<file path="src/rtl/game_pkg.sv">
// Shared types and default constants for the game controller slice.
// No logic; only the state enumeration and parameter defaults.
// Optional PAUSE state exists only when GAME_CTRL_PAUSE_EN is defined.
package game_pkg;

  localparam int TICK_DIV_DEF = 833333;  // 60 Hz frame tick at 50 MHz
  localparam int SCORE_W_DEF  = 8;
  localparam int LIVES_DEF    = 3;
  localparam int LIVES_W_DEF  = 2;

  typedef enum logic [2:0] {
    ST_MENU      = 3'd0,
    ST_MENU_WAIT = 3'd1,
    ST_PLAY      = 3'd2,
    ST_DEAD      = 3'd3,
    ST_OVER      = 3'd4
`ifdef GAME_CTRL_PAUSE_EN
    , ST_PAUSE   = 3'd5
`endif
  } state_t;

endpackage

</file>
<file path="src/rtl/tick_divider.sv">
// Frame counter: counts 0..DIV-1 while en is high, wraps, holds otherwise.
// Latency: tick is combinational, high while en and count == DIV-1.
// Backpressure: none; clr has priority over en.
// Ports: clk, resetn (sync, active-low), en (count), clr (zero the count),
//        tick (end-of-frame indication).
module tick_divider #(
  parameter int DIV = 4
) (
  input  logic clk,
  input  logic resetn,
  input  logic en,
  input  logic clr,
  output logic tick
);

  localparam int CW = (DIV > 2) ? $clog2(DIV) : 1;
  localparam logic [CW-1:0] LAST = CW'(DIV - 1);

  logic [CW-1:0] cnt_q;
  logic [CW-1:0] cnt_d;

  always_comb begin
    cnt_d = cnt_q;
    if (clr) begin
      cnt_d = '0;
    end else if (en) begin
      cnt_d = (cnt_q == LAST) ? '0 : cnt_q + CW'(1);
    end
  end

  always_ff @(posedge clk) begin
    if (!resetn) begin
      cnt_q <= '0;
    end else begin
      cnt_q <= cnt_d;
    end
  end

  assign tick = en && (cnt_q == LAST);

endmodule

</file>
<file path="src/rtl/game_ctrl.sv">
// Game flow controller: menu / play / dead / over, frame ticks, score, lives.
// Latency: startgame/game_over decode state directly; frame_tick, grav_flip,
//          score and lives are registered (update on the deciding edge).
// Backpressure: none; go/grav are level inputs, edges detected internally.
// Ports: clk, resetn (sync, active-low), go, grav, endgame in;
//        startgame, frame_tick, grav_flip, score, lives, game_over out.
// Build option: define GAME_CTRL_PAUSE_EN to add a PAUSE state toggled by go.
module game_ctrl
  import game_pkg::*;
#(
  parameter int TICK_DIV = TICK_DIV_DEF,
  parameter int SCORE_W  = SCORE_W_DEF,
  parameter int LIVES    = LIVES_DEF,
  parameter int LIVES_W  = LIVES_W_DEF
) (
  input  logic               clk,
  input  logic               resetn,
  input  logic               go,
  input  logic               grav,
  input  logic               endgame,
  output logic               startgame,
  output logic               frame_tick,
  output logic               grav_flip,
  output logic [SCORE_W-1:0] score,
  output logic [LIVES_W-1:0] lives,
  output logic               game_over
);

  state_t             state_q, state_d;
  logic               go_q, grav_q;
  logic [SCORE_W-1:0] score_q, score_d;
  logic [LIVES_W-1:0] lives_q, lives_d;
  logic               frame_tick_q, frame_tick_d;
  logic               grav_flip_q, grav_flip_d;

  logic go_rise, grav_rise;
  logic div_en, div_clr, div_tick;

  assign go_rise   = go & ~go_q;
  assign grav_rise = grav & ~grav_q;

  // Counter runs in every PLAY cycle (including the one that ends the game);
  // it is zeroed only on a fresh start, so resuming from DEAD keeps the phase.
  assign div_en  = (state_q == ST_PLAY);
  assign div_clr = (state_q == ST_MENU_WAIT) && !go;

  tick_divider #(
    .DIV(TICK_DIV)
  ) u_tick_divider (
    .clk   (clk),
    .resetn(resetn),
    .en    (div_en),
    .clr   (div_clr),
    .tick  (div_tick)
  );

  always_comb begin
    state_d      = state_q;
    score_d      = score_q;
    lives_d      = lives_q;
    frame_tick_d = 1'b0;
    grav_flip_d  = 1'b0;
    case (state_q)
      ST_MENU: begin
        if (go_rise) begin
          state_d = ST_MENU_WAIT;
          score_d = '0;
          lives_d = LIVES_W'(LIVES);
        end
      end
      ST_MENU_WAIT: begin
        if (!go) state_d = ST_PLAY;
      end
      ST_PLAY: begin
        grav_flip_d = grav_rise;
        if (endgame) begin
          // Collision beats a coincident frame tick and any pause request.
          lives_d = lives_q - LIVES_W'(1);
          state_d = (lives_q == LIVES_W'(1)) ? ST_OVER : ST_DEAD;
        end else begin
          if (div_tick) begin
            frame_tick_d = 1'b1;
            if (score_q != '1) score_d = score_q + SCORE_W'(1);
          end
`ifdef GAME_CTRL_PAUSE_EN
          if (go_rise) state_d = ST_PAUSE;
`endif
        end
      end
      ST_DEAD: begin
        if (go_rise) state_d = ST_PLAY;
      end
      ST_OVER: begin
        if (go_rise) state_d = ST_MENU;
      end
`ifdef GAME_CTRL_PAUSE_EN
      ST_PAUSE: begin
        if (go_rise) state_d = ST_PLAY;
      end
`endif
      default: state_d = ST_MENU;
    endcase
  end

  always_ff @(posedge clk) begin
    if (!resetn) begin
      state_q      <= ST_MENU;
      go_q         <= 1'b0;
      grav_q       <= 1'b0;
      score_q      <= '0;
      lives_q      <= LIVES_W'(LIVES);
      frame_tick_q <= 1'b0;
      grav_flip_q  <= 1'b0;
    end else begin
      state_q      <= state_d;
      go_q         <= go;
      grav_q       <= grav;
      score_q      <= score_d;
      lives_q      <= lives_d;
      frame_tick_q <= frame_tick_d;
      grav_flip_q  <= grav_flip_d;
    end
  end

  assign startgame  = (state_q == ST_PLAY);
  assign game_over  = (state_q == ST_OVER);
  assign frame_tick = frame_tick_q;
  assign grav_flip  = grav_flip_q;
  assign score      = score_q;
  assign lives      = lives_q;

endmodule

</file>
<file path="config.mk">
export PLATFORM = sky130hd
export DESIGN_NAME = game_ctrl
export DESIGN_NICKNAME = d
export VERILOG_FILES = /design/src/rtl/game_pkg.sv /design/src/rtl/tick_divider.sv /design/src/rtl/game_ctrl.sv
export SDC_FILE = /design/constraint.sdc
export NUM_CORES = 1
export LEC_CHECK = 0
export CAP_MARGIN = 15
export CORE_ASPECT_RATIO = 1.75
export CORE_MARGIN = 4
export CORE_UTILIZATION = 35
export DETAILED_ROUTE_END_ITERATION = 12
export PLACE_DENSITY = 0.57
export SYNTH_ARGS = -nofsm -noshare
export SYNTH_HDL_FRONTEND = slang
export SYNTH_SLANG_ARGS = --single-unit
</file>
<file path="constraint.sdc">
create_clock -name clk -period 2.5 [get_ports clk]
set_clock_uncertainty 0.05 [all_clocks]
set_input_delay 0.5 -clock clk [delete_from_list [all_inputs] [get_ports clk]]
set_output_delay 0.5 -clock clk [all_outputs]
set_load 0.05 [all_outputs]
</file>
==> flow_summary.ini, run 1 <==
[status]
status = finished clean

[die]
die_area_sq_mm = 0.006612
coreArea_sq_mm = 0.005062
die_w_microns = 63.21
io_pins = 19
initial_core_util = 0.3688
rows = 34
fp.dieH_microns = 104.6

[yosys]
synth.distinct_cells = 47
synth.avg_cell_area_sq_um = 8.116
synth_seq_cells = 37
synth-seq-area-share = 0.3968
synth_ff_type = dfxtp_1
synth_area_sq_mm = 0.001867
synth_edf_count = 0
syn-num-nets = 239
ys_warn_count = 0
synthCells = 230
async_flop_share = 0

[power_and_ir_drop]
leakagePower_nw = 0.8079
peakVddDrop_mv = 0.3227
p_per_area_mw_per_mm2 = 495.0

[clock_tree]
clock-sinks = 37
clock_latency_ns = 0.29
clk_pin_slew_ns = 0.07
clk_path_buf_depth = 2
cts_tree = yes
cts_made_buffers = 5
cts-root-buf = clkbuf_8
h-tree-depth = 2
cts_setup_buffers = 0

[sta]
post-route-period-util = 0.9281
slew_violations = 0
worst_pin_slew_ns = 0.5032
slew_headroom = 0.6635
hold_violations = 0
rsz0062_at_grt = no
max_clock_freq_mhz = 431.0
min_period_ns = 2.320
tns_ns = 0
setup_viol_count_final = 0

[grt]
grt_pass1_wl_microns = 7790
first_global_vias = 1704
grt_max_degree = 19
grt_usage = 0.1478
antenna_found_initial = 0
overflow = 0

[drt]
post_drt_wl_per_cell_microns = 14.21
dr_total_vias = 1669
ant_nets = 0
drtIter0Drc = 41
avgViaCountPerCell = 5.384
drcViolationCount = 0
wirelength_microns = 4404
dr.pass1.iters = 4

[worst_setup_path]
reg2reg_slack_ns = 0.35
crit_type = register to primary output
arrival_ns = 1.77
required_ns = 1.95
rr_worst_depth = 5
path_max_fanout = 5
start_kind = register
r2r_start = state_q[2]$_SDFFE_PN0P_
reg2reg_to = u_tick_divider.cnt_q[18]$_SDFFE_PP0P_
endpoint_kind = primary output

[finish]
nFillCells = 513
design_area_sq_mm = 0.002243
diodes = 0
drive_gt1_frac = 0.09766
syn_to_final_growth_pct = 20.17
nets = 264
fin_util = 0.4432

[placement]
place.gp.congestion = 0.8178
io_buffers = 18
dpl-instance-area_sq_mm = 0.002160
hpwlAfterDp_microns = 3216

[hold_path]
min_to = grav_flip$_SDFF_PN0_
holdCritStartpoint = grav_q$_SDFF_PN0_
holdPathStages = 1
hp-class = register to register

[job]
maxCapViolCount = 0
state kept, by name, indices dropped and copies added (netlist names):
signal,cells
u_tick_divider.cnt_q,20
score,8
state_q,3
lives,2
frame_tick,1
go_q,1
grav_flip,1
grav_q,1
worst max-delay path by stage:
stage,start,endpoint,slack [ns]
6_report,state_q[2]$_SDFFE_PN0P_,game_over,0.18
3_5_place_dp,go,score[0]$_SDFFE_PN0P_,0.13
3_3_place_gp,go,score[1]$_SDFFE_PN0P_,0.15
4_1_cts,state_q[2]$_SDFFE_PN0P_,game_over,0.15
5_1_grt,state_q[2]$_SDFFE_PN0P_,game_over,0.009
2_1_floorplan,state_q[0]$_SDFFE_PN0P_,game_over,0.38
cells in the final DEF (no fill, tap or decap), drive strengths merged, types with 2 or more instances in the layout:
cell type	n
inv	9
nor3b	2
nor3	7
clkdlybuf4s50	17
a31o	2
nor2b	3
nand4	11
nor4	4
a31oi	4
nand2	23
a21o	2
nand3	14
xnor2	8
and2	5
and3	4
buf	12
clkbuf	8
ha	4
a21oi	9
o21ai	10
xor2	9
dfxtp	37
nor2	29
o22ai	3
cells by family (layout without fill, tap and decap cells):
| group | count (synthesis) | after routing | share of synthesized area |
|---|---|---|---|
| xor gates and xnor gates | 17 | 17 | 0.07976 |
| buffers and inverters | 21 | 47 | 0.04557 |
| muxes | 1 | 1 | 0.005362 |
| AOI/OAI and AO/OA | 38 | 38 | 0.1287 |
| and+or+nand+nor | 112 | 112 | 0.3170 |
| adders and majority gates | 4 | 4 | 0.02681 |
| DFF | 37 | 37 | 0.3968 |
report_power, final:
part	switching [W]	total (W)	internal [W]	leakage, nW
sequential	0.00000376	0.000599	0.000595	0.299
combinational	0.0000612	0.000101	0.0000402	0.469
clock	0.000212	0.000410	0.000198	0.0395
total	0.000277	0.00111	0.000833	0.808
cell usage after synthesis (4+ instances only):
master     n  area [sq um]
nor2_1    29         108.9
inv_1      9         33.78
nand2_1   23         86.33
xnor2_1    8         70.07
and2_1     4         25.02
nor3_1     7         35.03
nand3_1   14         70.07
dfxtp_1   37         740.7
xor2_1     9         78.83
a31oi_1    4         25.02
clkbuf_1   5         18.77
buf_2      5         25.02
ha_1       4         50.05
nand4_1   11         68.82
a21oi_1    9         45.04
and3_1     4         25.02
o21ai_0   10         50.05
metal layers:
metal  track usage  part of all wire
met1        0.1528              0.40
met2        0.2721              0.54
met3       0.02900             0.028
met4       0.08192             0.026
met5             0                 0
per-stage QoR:
step / hold WS (ns) / worst slack [ns] / total power [W] / instances
floorplan: 0.3229 / 0.3827 / 0.0006732 / 230
detailed placement: 0.3384 / 0.1290 / 0.0007133 / 302
CTS: 0.3506 / 0.1542 / 0.001126 / 310
global placement: 0.3279 / 0.1531 / 0.0007136 / 302
global route: 0.3629 / 0.009156 / 0.001163 / 310
finish: 0.3480 / 0.1798 / 0.001110 / 310
final cells by class:
cell class | instances | area (sq um) | area share
multi-input combinational | 172 | 1041 | 0.4640
sequential | 37 | 740.7 | 0.3302
timing repair buffer | 29 | 272.8 | 0.1216
clock buffer | 8 | 80.08 | 0.03569
tap | 54 | 67.56 | 0.03012
inverter | 10 | 41.29 | 0.01840
critical path: stages, from the launching register on:
cell	delay, ns
dfxtp_1	0.35
inv_1	0.10
nor3_1	0.20
clkdlybuf4s50_1	0.83
what timing repair did:
action | 4_1_cts | 5_1_grt
hold buffers | 0 | 0
endpoints found under the setup margin | 0 | 1
gates resized for setup | 0 | 1
No activity file was read; power rests on OpenSTA's default activity.
==> run 2, diff against run 1 <==
==> constraint.sdc (replaced) <==
create_clock -name clk -period 2.5 [get_ports clk]
set_clock_uncertainty 0.05 [all_clocks]
set_input_delay 0.375 -clock clk [delete_from_list [all_inputs] [get_ports clk]]
set_output_delay 0.375 -clock clk [all_outputs]
set_load 0.05 [all_outputs]
==> run 2 against run 1 <==
Critical path depth grew 2. Highest routed layer unchanged. Critical endpoint is now startgame. Sequential power is essentially flat. Non-clock buffer count shrank 1. Largest cell class unchanged. Via count shrank 0.66%. Die area is the same. Wire length shrank 2.4%. First-iteration DRC count shrank 2.4%. Power grew 11%. Setup slack is essentially flat. Design area grew 1.1%.
==> flow_summary.ini, run 2 (synthesis results as in run 1) <==
[status]
status = finished clean

[finish]
drive_gt1_frac = 0.09804
nets = 263
top_register = u_tick_divider.cnt_q
diodes = 0
largest_reg_flops = 20
layout_common_cells = 37 x dfxtp_1, 29 x nor2_1, 23 x nand2_1
fin_cells = 309
syn_to_final_growth_pct = 21.52
final_common_cell = dfxtp_1

[placement]
placed_cells = 301
hpwlAfterDp_microns = 3160
io_buffers = 18
place.gp.congestion = 0.7917

[grt]
grt_max_degree = 19
grt_usage = 0.1412
grt_pass1_wl_microns = 7659
overflow = 0
first_global_vias = 1715
antenna_found_initial = 0

[worst_setup_path]
crit_start = state_q[2]$_SDFFE_PN0P_
critPathMaxStageDelay_ns = 0.51
cpMostUsedCell = buf_4
start_kind = register
crit_type = register to primary output
endpoint_kind = primary output
path_max_fanout = 12
required_ns = 2.08
cp_num_buf_inv = 4
path_cells = or3b_1 -> buf_4 -> clkinv_1 -> buf_4 -> buf_12
cp_slowest_cell = or3b_1
r2r_start = state_q[2]$_SDFFE_PN0P_
arrival_ns = 1.89
path_delay_family = buffers and inverters

[power_and_ir_drop]
p_per_area_mw_per_mm2 = 544.9
peakVddDrop_mv = 0.3453
total_power_w = 0.001236
leakagePower_nw = 0.8249

[sta]
whs_ns = 0.3447
setup_viol_count_final = 0
worst_pin_slew_ns = 0.5014
min_period_ns = 2.320
slew_violations = 0
max_clock_freq_mhz = 431.1
hold_violations = 0
post-route-period-util = 0.9279
rsz0062_at_grt = no
slew_headroom = 0.6622
tns_ns = 0

[drt]
drcViolationCount = 0
drtIter0Drc = 40
wirelength_microns = 4298
dr_total_vias = 1658
avgViaCountPerCell = 5.366
post_drt_wl_per_cell_microns = 13.91
dr.pass1.iters = 4
ant_nets = 0

[die]
io_pins = 19
fp.dieH_microns = 104.6
rows = 34
die_w_microns = 63.21
coreArea_sq_mm = 0.005062
initial_core_util = 0.3688
die_area_sq_mm = 0.006612

[hold_path]
holdCritStartpoint = grav_q$_SDFF_PN0_
hp-class = register to register

[clock_tree]
clock_latency_ns = 0.29
clk_pin_slew_ns = 0.07
h-tree-depth = 2
cts-root-buf = clkbuf_8
cts_made_buffers = 5
cts_setup_buffers = 0
post_cts_resized = 0
hold_buffers = 0
clock-sinks = 37
cts_tree = yes
clk_path_buf_depth = 2

[job]
maxCapViolCount = 0
[run 2: path summary, 6_finish.rpt]
check	slack (ns)	cells after the start	end
setup / recovery	0.18	5	startgame
hold / removal	0.34	1	grav_flip$_SDFF_PN0_
setup reg to reg	0.44	5	u_tick_divider.cnt_q[18]$_SDFFE_PP0P_
hold reg to reg	0.34	1	grav_flip$_SDFF_PN0_
[run 2: routing by layer]
layer	wire, microns	global-route usage	up-vias
li1	-	-	857
met1	1810	0.1536	765
met2	2273	0.2585	24
met3	82	0.02256	12
met4	131	0.07110	0
met5	0	0	-
[run 2: cell type report]
| type | instances | area (sq um) |
|---|---|---|
| Fill cell | 515 | 2794 |
| Multi-Input combinational cell | 172 | 1041 |
| Sequential cell | 37 | 740.7 |
| Timing Repair Buffer | 28 | 265.3 |
| Clock buffer | 7 | 86.33 |
| Tap cell | 54 | 67.56 |
| Inverter | 10 | 37.54 |
| Clock inverter | 1 | 30.03 |
[run 2: worst register-to-register path, cell delays in order (launching register included)]
cell and delay, ns:
dfxtp_1 0.33, or3b_1 0.51, or3_1 0.57, nor4_4 0.31, xnor2_1 0.15, nor2_1 0.05
[run 2: stage by stage]
stage / instance area, sq um / util / setup slack (ns)
after global routing: 2268 / 0.4481 / 0.03756
after detailed placement: 2152 / 0.4251 / 0.2173
after floorplan: 1867 / - / 0.4343
final: 2268 / 0.4481 / 0.1803
after CTS: 2268 / 0.4481 / 0.1574
after global placement: 2152 / 0.4251 / 0.2504
[run 2: where the power goes]
part / internal (W) / switching, W
combinational: 0.0000379 / 0.0000595
sequential: 0.000595 / 0.00000353
clock: 0.000325 / 0.000215
